[config.mk]
export PLATFORM = sky130hd
export DESIGN_NAME = tohost_monitor
export DESIGN_NICKNAME = d
export VERILOG_FILES = /design/src/rtl/tohost_pkg.sv /design/src/rtl/cons_fifo.sv /design/src/rtl/tohost_monitor.sv
export SDC_FILE = /design/constraint.sdc
export NUM_CORES = 1
export LEC_CHECK = 0
export CORE_ASPECT_RATIO = 1.1
export CORE_MARGIN = 2
export CORE_UTILIZATION = 35
export DETAILED_ROUTE_END_ITERATION = 10
export GPL_TIMING_DRIVEN = 0
export HOLD_SLACK_MARGIN = 0.15
export PLACE_DENSITY = 0.62
export SYNTH_ARGS = -nofsm -noshare
export SYNTH_HDL_FRONTEND = slang
export SYNTH_SLANG_ARGS = --single-unit
[constraint.sdc]
create_clock -name clk -period 6.9 [get_ports clk]
set_clock_uncertainty 0.1 [all_clocks]
set_input_delay 1.38 -clock clk [delete_from_list [all_inputs] [get_ports clk]]
set_output_delay 1.38 -clock clk [all_outputs]
set_load 0.005 [all_outputs]
[src/rtl/tohost_pkg.sv]
// Shared definitions for the tohost end-of-test monitor.
//  - state_t          : monitor FSM encoding (RUN, DONE, TIMEOUT)
//  - DEF_TOHOST_ADDR  : default word address of the tohost register
//  - DEF_CONSOLE_ADDR : default word address of the console byte register
//  - FAIL_PROTO       : fail_id reported for a tohost syscall / protocol error
//  - word_match       : compares two byte addresses at word granularity
package tohost_pkg;

  typedef enum logic [1:0] {
    ST_RUN     = 2'd0,
    ST_DONE    = 2'd1,
    ST_TIMEOUT = 2'd2
  } state_t;

  localparam logic [31:0] DEF_TOHOST_ADDR  = 32'h0000_1000;
  localparam logic [31:0] DEF_CONSOLE_ADDR = 32'h0000_1004;
  localparam logic [30:0] FAIL_PROTO       = 31'h7FFF_FFFF;

  // Word-granular address compare; callers pass addr[31:2].
  function automatic logic word_match(input logic [29:0] a, input logic [29:0] b);
    return a == b;
  endfunction

endpackage

[src/rtl/cons_fifo.sv]
// Synchronous FIFO buffering console bytes.
// Ports:
//  clk, rst   : clock, synchronous active-high reset (empties the FIFO)
//  push       : write push_data this cycle (accepted when not full, or when
//               full and a pop happens in the same cycle)
//  push_data  : byte to write
//  pop        : remove head entry this cycle (ignored when empty)
//  pop_data   : head entry (valid when !empty, stable until popped)
//  full/empty : occupancy flags
module cons_fifo #(
  parameter int DEPTH = 8,
  parameter int WIDTH = 8
) (
  input  logic             clk,
  input  logic             rst,
  input  logic             push,
  input  logic [WIDTH-1:0] push_data,
  input  logic             pop,
  output logic [WIDTH-1:0] pop_data,
  output logic             full,
  output logic             empty
);

  localparam int AW = $clog2(DEPTH);

  logic [WIDTH-1:0] mem [DEPTH];
  logic [AW-1:0]    wr_ptr;
  logic [AW-1:0]    rd_ptr;
  // One extra bit so a full FIFO is distinguishable from an empty one.
  logic [AW:0]      count;

  logic do_pop;
  logic do_push;

  assign full     = (count == (AW+1)'(DEPTH));
  assign empty    = (count == '0);
  assign do_pop   = pop && !empty;
  // A pop in the same cycle frees the slot, so a push into a full FIFO is taken.
  assign do_push  = push && (!full || do_pop);
  assign pop_data = mem[rd_ptr];

  // NOTE: sequential state uses non-blocking (<=) so every register samples
  // pre-edge values regardless of statement order.
  always_ff @(posedge clk) begin
    if (rst) begin
      wr_ptr <= '0;
      rd_ptr <= '0;
      count  <= '0;
    end else begin
      // DEPTH is a power of two, so natural pointer overflow is the modulo wrap.
      if (do_push) wr_ptr <= wr_ptr + 1'b1;
      if (do_pop)  rd_ptr <= rd_ptr + 1'b1;
      unique case ({do_push, do_pop})
        2'b10:   count <= count + 1'b1;
        2'b01:   count <= count - 1'b1;
        default: count <= count;
      endcase
    end
  end

  // NOTE: storage is deliberately not reset; the pointers/count define which
  // entries are meaningful, and a reset-free array maps onto plain RAM/flops.
  always_ff @(posedge clk) begin
    if (do_push) mem[wr_ptr] <= push_data;
  end

endmodule

[src/rtl/tohost_monitor.sv]
// End-of-test responder for riscv-tests runs. Snoops the core store port,
// decodes the tohost protocol, buffers console bytes and runs a watchdog.
// Ports:
//  clk, rst       : clock, synchronous active-high reset (wins over stores)
//  wr_en/wr_addr/wr_data/wr_strb : core store port (address compared on [31:2])
//  done           : sticky, test finished (pass, fail or timeout)
//  pass           : sticky, tohost==1 received
//  fail_id        : failing test number, all-ones for a protocol error
//  timeout        : sticky, watchdog fired
//  cycles         : cycles spent in RUN, frozen once finished
//  cons_valid/cons_data/cons_ready : console byte stream (drains after done)
//  cons_overflow  : sticky, a console byte was dropped on a full FIFO
module tohost_monitor
  import tohost_pkg::*;
#(
  parameter logic [31:0] TOHOST_ADDR   = DEF_TOHOST_ADDR,
  parameter logic [31:0] CONSOLE_ADDR  = DEF_CONSOLE_ADDR,
  parameter int          TIMEOUT_TICKS = 5000,
  parameter int          CNT_W         = 16,
  parameter int          FIFO_DEPTH    = 8
) (
  input  logic             clk,
  input  logic             rst,
  input  logic             wr_en,
  input  logic [31:0]      wr_addr,
  input  logic [31:0]      wr_data,
  input  logic [3:0]       wr_strb,
  output logic             done,
  output logic             pass,
  output logic [30:0]      fail_id,
  output logic             timeout,
  output logic [CNT_W-1:0] cycles,
  output logic             cons_valid,
  output logic [7:0]       cons_data,
  input  logic             cons_ready,
  output logic             cons_overflow
);

  state_t state;
  state_t state_next;

  logic tohost_hit;
  logic tohost_final;
  logic expire;
  logic cons_push;
  logic cons_pop;
  logic cons_full;
  logic cons_empty;

  // Byte-lane bits of the store address play no part in word decode.
  logic unused_addr_bits;
  assign unused_addr_bits = ^wr_addr[1:0];

  // Only full-word stores while running count as tohost writes.
  assign tohost_hit = wr_en && (state == ST_RUN) && (wr_strb == 4'hF)
                   && word_match(wr_addr[31:2], TOHOST_ADDR[31:2]);
  // A zero write is the idle value of tohost and does not end the test.
  assign tohost_final = tohost_hit && (wr_data != 32'h0);
  assign expire       = (state == ST_RUN) && (cycles == CNT_W'(TIMEOUT_TICKS - 1));

  assign cons_push = wr_en && (state == ST_RUN) && wr_strb[0]
                  && word_match(wr_addr[31:2], CONSOLE_ADDR[31:2]);
  assign cons_pop  = cons_valid && cons_ready;

  // ---------------------------------------------------------------- FSM
  always_ff @(posedge clk) begin
    if (rst) state <= ST_RUN;
    else     state <= state_next;
  end

  // NOTE: next state is defaulted before the case so every path assigns it
  // and no latch is inferred.
  always_comb begin
    state_next = state;
    unique case (state)
      // A tohost result on the expiry cycle takes priority over the watchdog.
      ST_RUN:     if (tohost_final) state_next = ST_DONE;
                  else if (expire)  state_next = ST_TIMEOUT;
      ST_DONE:    state_next = ST_DONE;
      ST_TIMEOUT: state_next = ST_TIMEOUT;
      default:    state_next = ST_RUN;
    endcase
  end

  assign done    = (state != ST_RUN);
  assign timeout = (state == ST_TIMEOUT);

  // ------------------------------------------------ result flags/counter
  always_ff @(posedge clk) begin
    if (rst) begin
      pass    <= 1'b0;
      fail_id <= '0;
    end else if (tohost_final) begin
      pass <= (wr_data == 32'h1);
      if (!wr_data[0])             fail_id <= FAIL_PROTO;   // syscall request
      else if (wr_data == 32'h1)   fail_id <= '0;
      else                         fail_id <= wr_data[31:1];
    end
  end

  // Counts only cycles that remain in RUN, so the finishing cycle's value holds.
  always_ff @(posedge clk) begin
    if (rst)                         cycles <= '0;
    else if (state_next == ST_RUN)   cycles <= cycles + 1'b1;
  end

  always_ff @(posedge clk) begin
    if (rst)                                      cons_overflow <= 1'b0;
    else if (cons_push && cons_full && !cons_pop) cons_overflow <= 1'b1;
  end

  // ------------------------------------------------------------ console
  cons_fifo #(
    .DEPTH (FIFO_DEPTH),
    .WIDTH (8)
  ) u_cons_fifo (
    .clk       (clk),
    .rst       (rst),
    .push      (cons_push),
    .push_data (wr_data[7:0]),
    .pop       (cons_pop),
    .pop_data  (cons_data),
    .full      (cons_full),
    .empty     (cons_empty)
  );

  assign cons_valid = !cons_empty;

endmodule

==> impl_metrics.yaml <==
outcome:
  outcome: "finished, final reports clean"
critical_path:
  critical_path.slowest_cell: "nor3_1"
  r2r_setup_slack_ps: 3130
  worst_r2r_path_depth: 5
  cp_cell_sequence: "clkdlybuf4s50_1 > nor4b_1 > nand2_1 > nor4_1 > nand2b_1 > nor3_1"
  crit-reg2reg-capture: "u_cons_fifo.mem[0][1]"
  critical_path.endpoint_type: "flip-flop"
  critical_path_arrival_ps: 4780
  critical-path-max-stage-delay_ps: 1120
  critPathMaxFanout: 8
  top_delay_family_on_crit_path: "simple AND/OR/NAND/NOR gates"
  cp.required_ps: 6810
  reg_to_reg_start: "state[0]"
  worstPathBufferInverterCount: 1
  worstSetupPathType: "input pin to flip-flop"
  worst_setup_path_start_kind: "input pin"
clock_tree:
  cts_made_buffers: 17
  tritoncts_clock_tree: "built"
  clk_transition_reported_paths_ps: 50
  insertion_delay_ps: 400
  htreeDepth: 4
  cts_setup_buffers: 0
  clk_path_buf_depth: 2
  post_cts_resized: 0
  cts.sink_count: 128
  clock_tree.root_cell: "clkbuf_16"
  ctsHoldBuffers: 0
synthesis:
  post_synth_mux_area_share_pct: 11.4
  yosys.cell_types.count: 42
  synthesis.yosys.warnings: 0
  synthAdderAreaFrac_pct: 1.39
  synth_sequential_area_ratio_pct: 59.3
  dominant_combinational_cell_family_by_area_after_synthesis: "simple AND/OR/NAND/NOR gates"
  yosys.area_share.simple_pct: 15.9
  cell_types_with_the_largest_area_share_after_synthesis: "edfxtp_1, dfxtp_1, mux4_2"
  post_synthesis_cells: 464
  synth-async-reset-ratio_pct: 0
  parity_gate_share_of_the_synthesized_area_counting_xor_and_xnor_cells_pct: 1.13
  compound_gate_fraction_of_synth_area_pct: 8.89
  syn_area_mm2: 0.00540
  yosys_top_cell_area_share_pct: 35.6
  count_of_state_elements_after_synthesis: 128
  number_of_enable_flip_flop_cells_after_synthesis: 64
  synth_largest_area_cell: "edfxtp_1"
  postSynth.topFlopCell: "edfxtp_1"
  postSynthAreaPerCell_um2: 11.6
  synth_commonest_cells: "dfxtp_1, edfxtp_1, a21oi_1"
  post_syn_nets: 542
sta:
  finalMaxSlewViolations: 0
  layout_min_cycle_time_ps: 4870
  rsz0062_at_grt: "no"
  whs_ps: 387
  timing.max_slew.rel_slack_pct: 6.53
  max_slew.worst_pin.slew_ps: 1390
  final.setup.worst_slack_ps: 2030
  setup_viol: 0
  summed_negative_setup_slack_over_all_endpoints_ps: 0
  layout_worst_path_cycle_share_pct: 70.5
  f_max_ghz: 0.205
  finalHoldViolations: 0
die:
  ios: 132
  overall_die_area_mm2: 0.0165
  core_area_mm2: 0.0151
  row_count: 47
  initial_utilization_pct: 35.9
  floorplan.die.height_um: 134
  die-width_um: 122
power:
  power.total_mw: 1.68
  p_leak_nw: 2.47
  ir_worst_vdd_uv: 151
  power.density_mw_per_mm2: 225
routing:
  wirelength_um: 14000
  routed_via_density: 5.17
  postRouteAntennaNets: 0
  dr_total_vias: 4242
  wl_per_cell_um: 17.1
  drc: 0
  drt_first_iter_violations: 251
  drt_pass1_iterations: 7
placed_design:
  placed_cells_incl_taps: 788
  placed_area_mm2: 0.00693
  place.detailed.hpwl_um: 10400
  numPortBuffers: 128
  globalplace.congestion: 0.820
  dp_worst_setup_slack_ps: 1640
grt:
  grt_util_met2_pct: 29.2
  gr-total-overflow: 0
  grt_first_pass_wirelength_um: 22600
  gr-max-usage-layer: "met2"
  groute.layer.met3.usage_pct: 6.16
  grt_start_max_net_pins: 17
  vias_in_the_first_global_route: 4202
  grt_antenna_before_repair: 0
  global_route.usage.total_pct: 18.0
  gr-usage-met1_pct: 22.7
hold_path:
  holdCritStartpoint: "cons_overflow"
  worstHoldPathCells: 2
  hold_path_end: "cons_overflow"
  hold_path_class: "flip-flop to flip-flop"
finish:
  final_util_pct: 49.6
  postLayoutCellArea_mm2: 0.00747
  filler_cell_count: 1393
  insertedDiodeCount: 0
  area_growth_pct: 38.2
  nets: 689
  final_cell_count_without_fillers: 820
  post_route_cells_drive_above_1_share_pct: 12.0
job:
  max_cap_violations: 0
[layout by cell type (no fill, tap or decap), drive strengths merged, types with 4 or more instances in the layout]
cell type      instances
nor4                  15
clkdlybuf4s50        128
a21oi                 45
clkinv                 7
nand3                  8
nor2                  36
mux2                  20
inv                    5
nor2b                 16
nand2b                 5
dfxtp                 64
buf                    9
clkbuf                34
nor3                  20
nand2                 43
mux4                  16
xor2                   6
ha                     6
o21ai                 30
edfxtp                64
clkinvlp               4
nand4                  8
[power by group]
| group | switching (mW) | internal, mW | leakage (nW) |
|---|---|---|---|
| sequential | 0.00235 | 0.799 | 1.09 |
| clock | 0.315 | 0.490 | 0.255 |
| combinational | 0.0294 | 0.0421 | 1.13 |
[cells by family after synthesis]
group | after synthesis
simple gates | 169
buf+inv | 28
fa+ha+maj | 6
mux | 39
compound gates | 87
flops | 128
xor+xnor | 7
[worst reg2reg max path, cell delays in order (launching register included)]
cell and delay [ps]:
dfxtp_1 330, nor2_1 330, nand2_1 220, nor4_1 1010, nand2b_1 270, nor3_1 1120
[flip-flops by register name, summed over array words and instances, names as in the netlist, named ones only]
name,flops
fail_id,31
state,2
pass,1
u_cons_fifo.mem,64
cons_overflow,1
u_cons_fifo.wr_ptr,3
u_cons_fifo.count,4
cycles,16
u_cons_fifo.rd_ptr,3
[area by class of cell]
cell class	count	area [um2]	share of cell area [%]
inverters	5	18.8	0.251
clock buffers	20	437	5.84
multi-input cells	308	2100	28.1
repair buffers	128	1280	17.1
well taps	196	245	3.28
clock inverters	12	98.8	1.32
flip-flops and latches	128	3200	42.9
plain buffers	23	91.3	1.22
[routing by layer]
metal	share of wire (%)	vias up
li1	-	2025
met5	0	-
met3	5.5	19
met1	43	2053
met4	1.5	0
met2	50	145
[how the worst max path moves through the flow]
stage | from | endpoint | slack (ps) | cells past startpoint
detailed placement | wr_addr[12] | u_cons_fifo.mem[4][5] | 1640 | 6
floorplan | wr_addr[26] | u_cons_fifo.count[2] | 2830 | 11
finish | wr_addr[12] | u_cons_fifo.mem[0][1] | 2030 | 6
CTS | wr_addr[12] | u_cons_fifo.mem[4][2] | 2040 | 6
global route | wr_addr[23] | u_cons_fifo.mem[0][6] | 1860 | 6
global placement | wr_addr[12] | u_cons_fifo.mem[4][5] | 1670 | 6
No activity file was read; power rests on OpenSTA's default activity.
